### config.mk
export PLATFORM = sky130hd
export DESIGN_NAME = iot_feeder
export DESIGN_NICKNAME = d
export VERILOG_FILES = /design/src/rtl/iot_feeder.sv
export SDC_FILE = /design/constraint.sdc
export NUM_CORES = 1
export LEC_CHECK = 0
export CORE_ASPECT_RATIO = 2
export CORE_MARGIN = 2
export CORE_UTILIZATION = 64
export CTS_CLUSTER_SIZE = 12
export DETAILED_ROUTE_END_ITERATION = 10
export PLACE_DENSITY = 0.84
export SETUP_SLACK_MARGIN = 0.3
export SYNTH_ARGS = -nofsm -noshare
export SYNTH_HDL_FRONTEND = slang
export SYNTH_SLANG_ARGS = --single-unit
### constraint.sdc
create_clock -name clk -period 36.9 [get_ports clk]
set_clock_uncertainty 0.2 [all_clocks]
set_input_delay 5.535 -clock clk [delete_from_list [all_inputs] [get_ports clk]]
set_output_delay 5.535 -clock clk [all_outputs]
set_load 0.01 [all_outputs]
### src/rtl/iot_feeder.sv
// iot_feeder: 4-deep 128-bit record FIFO serialised MSB-first as a gapless byte stream.
module iot_feeder (
  input  logic         clk,
  input  logic         rst,
  input  logic         rec_valid,
  input  logic [127:0] rec_data,
  output logic         rec_ready,
  input  logic [2:0]   cfg_fn,
  input  logic         busy,
  output logic         in_en,
  output logic [7:0]   iot_in,
  output logic [2:0]   fn_sel,
  output logic [15:0]  rec_sent
);
  localparam logic [1:0] IDLE = 2'd0, SEND = 2'd1, HOLD = 2'd2;
  logic [1:0]   state_q, state_d;
  logic [127:0] mem_q [4];
  logic [127:0] mem_d [4];
  logic [1:0]   wr_ptr_q, wr_ptr_d, rd_ptr_q, rd_ptr_d;
  logic [2:0]   cnt_q, cnt_d;
  logic [127:0] shift_q, shift_d;
  logic [3:0]   byte_cnt_q, byte_cnt_d;
  logic [2:0]   fn_sel_q, fn_sel_d;
  logic [15:0]  rec_sent_q, rec_sent_d;
  logic         push, pop, empty;

  assign rec_ready = ~cnt_q[2];
  assign in_en     = state_q == SEND;
  assign iot_in    = in_en ? shift_q[127:120] : 8'h00;
  assign fn_sel    = fn_sel_q;
  assign rec_sent  = rec_sent_q;

  always_comb begin
    empty      = cnt_q == 3'd0;
    push       = rec_valid & rec_ready;
    pop        = 1'b0;
    state_d    = state_q;
    shift_d    = shift_q;
    byte_cnt_d = byte_cnt_q;
    fn_sel_d   = fn_sel_q;
    rec_sent_d = rec_sent_q;
    case (state_q)
      IDLE: begin
        pop      = ~empty & ~busy;
        state_d  = pop ? SEND : IDLE;
        fn_sel_d = pop ? cfg_fn : fn_sel_q;
      end
      SEND: begin
        shift_d    = shift_q << 8;
        byte_cnt_d = byte_cnt_q - 4'd1;
        if (byte_cnt_q == 4'd0) begin
          rec_sent_d = rec_sent_q + 16'd1;
          pop        = ~empty & ~busy;
          state_d    = empty ? IDLE : (busy ? HOLD : SEND);
        end
      end
      HOLD: begin
        pop     = ~empty & ~busy;
        state_d = pop ? SEND : (empty ? IDLE : HOLD);
      end
      default: state_d = IDLE;
    endcase
    if (pop) begin
      shift_d    = mem_q[rd_ptr_q];
      byte_cnt_d = 4'd15;
    end
    mem_d = mem_q;
    if (push) mem_d[wr_ptr_q] = rec_data;
    wr_ptr_d = wr_ptr_q + 2'(push);
    rd_ptr_d = rd_ptr_q + 2'(pop);
    cnt_d    = cnt_q + 3'(push) - 3'(pop);
  end

  always_ff @(posedge clk or posedge rst) begin
    if (rst) begin
      state_q    <= IDLE;
      for (int i = 0; i < 4; i++) mem_q[i] <= '0;
      wr_ptr_q   <= '0;
      rd_ptr_q   <= '0;
      cnt_q      <= '0;
      shift_q    <= '0;
      byte_cnt_q <= '0;
      fn_sel_q   <= '0;
      rec_sent_q <= '0;
    end else begin
      state_q    <= state_d;
      mem_q      <= mem_d;
      wr_ptr_q   <= wr_ptr_d;
      rd_ptr_q   <= rd_ptr_d;
      cnt_q      <= cnt_d;
      shift_q    <= shift_d;
      byte_cnt_q <= byte_cnt_d;
      fn_sel_q   <= fn_sel_d;
      rec_sent_q <= rec_sent_d;
    end
  end
endmodule

==> impl_results.md <==
- Global route overflow: 0
- GRT Resource Usage Total: 28.08%
- Critical R2R Capture: shift_q[84]
- Final Hold Viols: 0
- Via density: 6.256
- Htree depth: 3
- Startpoint types: primary input
- Final slew viol count: 0
- CP Capture Type: asynchronous set/reset pin
- Multi-input logic area: 11690 um^2
- Hold_sp: shift_q[66]
- CP arrival: 9590 ps
- Port bufs: 163
- Max cap viols: 0
- FMAX: 0.1079 GHz
- Share of layout cells above drive strength 1: 36.80%
- Worst-Margin Slew: 1143 ps
- Mapped Area: 29200 um^2
- Die Width: 155.0 um
- Min Tclk post-route: 9266 ps
- Synth Warn #: 0
- DRC viols: 0
- Hold path cells: 2
- CTS Buf Count: 66
- First-pass DRT Iterations: 5
- Top Layer Used: met4
- Max Buffers Root-to-Sink: 3
- HPWL Detailed: 38590 um
- Fill count: 2753
- RSZ-0062 raised after global routing: false
- Detailed-route via count: 16360
- Worst Path Max Fanout: 189
- Initial Util: 64.88%
- Hold Path End: shift_q[66]
- PwrDens: 87.80 nW/um^2
- CP required: 37220 ps
- Met1 Wirelength: 24130 um
- CTS Hold Bufs: 0
- CTS tree: yes
- Seq/Total Area, Yosys: 57.59%
- Peak VDD IR: 0.05838 mV
- Max-slew headroom: 23.77%
- Post-Syn Instances: 1914
- Average cell area after synthesis: 15.26 um^2
- WL per Instance: 24.17 um
- Setup TNS: 0 ps
- Largest net degree at the start of global routing: 190
- Die H: 306.1 um
- DR WL met2: 34360 um
- WL final: 63220 um
- Final nets: 2177
- CTS Sinks: 672
- Met3 WL: 2418 um
- Root Driver: clkbuf_16
- Commonest non-fill, non-tap cells in the layout: 670 x dfrtp_1, 516 x mux2_2, 163 x clkdlybuf4s50_1
- Post-synthesis register bit count: 672
- First-pass GRT wire length: 103100 um
- Hold crit path type: flip-flop to flip-flop
- Sequential cell area: 16820 um^2
- R2R Path Start: byte_cnt_q[0]
- Reg-to-reg slack, setup: 32380 ps
- WS Path Type: primary input to asynchronous set/reset pin
- Post-DRT Antenna Nets: 0
- Initial antenna violation count: 5
- DRT iter0 DRCs: 796
- Worst-path clk slew: 60 ps
- R2R depth: 9
- Die ar.: 47460 um^2
- IO Count: 164
- Tcrit/Tclk final: 25.11%
- Design Power: 0.002891 W
- Vias in the first global route: 18650
- Status: completed
- GPL Wtd Cong: 0.7751
- Fin worst setup slack: 27630 ps
- FP Rows: 110
- P_leak: 13.54 nW
- Placement Setup Slack: 26880 ps
- Core outline area: 45010 um^2
- Mapped Nets: 2054
- Commonest non-fill, non-tap cell in the layout: dfrtp_1
- Worst-Skew Late Latency: 580 ps
- Post-synth cell types: 38
- Final setup fails: 0
- Number of setup buffers added after CTS: 0
- Synthesis-to-finish area growth: 12.77%
- CTS resizes: 0
-- power by group --
part           internal (W)  switching [W]  total, W
clock network      0.000346       0.000262  0.000608
registers           0.00108       0.000205   0.00128
logic              0.000586       0.000413  0.000999
total               0.00201       0.000881   0.00289
-- sequential cells by signal, summed over array words and instances, names as in the netlist --
name,count
wr_ptr_q,2
shift_q,128
cnt_q,3
mem_q,512
state_q,2
rd_ptr_q,2
byte_cnt_q,4
rec_sent,16
fn_sel,3
-- worst max-delay path, stage by stage --
cell and delay (ps):
clkdlybuf4s50_1 490, inv_8 680, buf_4 930, buf_4 940, buf_12 630
-- layout make-up --
type,instances,area share (%)
Tap cell,560,2.128
Inverter,9,0.1254
Clock buffer,78,5.566
Antenna cell,6,0.04559
Sequential cell,672,51.09
Clock inverter,2,0.04179
Multi-Input combinational cell,1102,35.49
Timing Repair Buffer,186,5.517
-- synthesized netlist by cell type --
library cell | number | area (um^2)
mux4_2 | 128 | 2883
buf_2 | 57 | 285.3
xor2_1 | 6 | 52.55
a21oi_1 | 6 | 30.03
clkbuf_1 | 46 | 172.7
ha_1 | 4 | 50.05
fa_1 | 1 | 20.02
nor3_2 | 1 | 10.01
nor3b_1 | 3 | 22.52
nand4b_1 | 1 | 8.760
mux2i_1 | 120 | 1201
buf_8 | 1 | 15.01
buf_4 | 8 | 60.06
o21ai_1 | 60 | 300.3
o21ai_0 | 60 | 300.3
a211oi_2 | 1 | 12.51
nand2_1 | 130 | 488.0
and3_1 | 1 | 6.260
buf_12 | 6 | 120.1
and4_1 | 2 | 17.52
a22o_1 | 8 | 70.07
and3b_1 | 1 | 8.760
nand2b_1 | 1 | 6.260
nor4_1 | 3 | 18.77
buf_1 | 13 | 48.80
nor2_1 | 4 | 15.01
and2_1 | 9 | 56.30
nor2b_1 | 2 | 12.51
or3b_2 | 1 | 8.760
or4b_1 | 1 | 10.01
o31a_1 | 1 | 8.760
dfrtp_1 | 672 | 16820
nand3_1 | 7 | 35.03
xnor2_1 | 17 | 148.9
nand4_1 | 2 | 12.51
mux2_2 | 516 | 5811
nor3_1 | 5 | 25.02
inv_1 | 9 | 33.78
-- cells by family (layout without fill, tap and decap cells) --
| kind of cell | count (synthesis) | count (layout) | synth area share [%] |
|---|---|---|---|
| multiplexers | 764 | 764 | 33.88 |
| flip-flops | 672 | 672 | 57.59 |
| AND/OR/NAND/NOR | 174 | 174 | 2.609 |
| buffers and inverters | 140 | 275 | 2.519 |
| AO/OA/AOI/OAI | 136 | 136 | 2.472 |
| XOR/XNOR | 23 | 23 | 0.6898 |
| adder cells (fa/ha/maj) | 5 | 5 | 0.2400 |
| other | 0 | 6 | 0 |
-- through the flow --
stage          std cells  instance area (um^2)  hold WS [ps]  util [%]
2_1_floorplan       1914                 29200         241.8         -
3_3_place_gp        2529                 31070         260.6     69.04
3_5_place_dp        2529                 31070         267.4     69.04
4_1_cts             2609                 32920         280.4     73.14
5_1_grt             2613                 32930         300.6     73.16
6_report            2615                 32930         281.9     73.17
-- per-layer routing --
metal / vias to the layer above / GRT usage (%)
met4: 0 / 11.95
met5: - / 0
li1: 7173 / -
met2: 365 / 49.89
met3: 125 / 4.113
met1: 8697 / 34.20
-- how the worst max path moves through the flow --
stage | from | to | cells after the start
3_3_place_gp | rst | mem_q[492] | 5
6_report | rst | shift_q[96] | 5
4_1_cts | rst | mem_q[120] | 5
5_1_grt | rst | mem_q[228] | 5
2_1_floorplan | rst | byte_cnt_q[0] | 1
3_5_place_dp | rst | mem_q[236] | 5
Power figures use the tool's default switching activity.
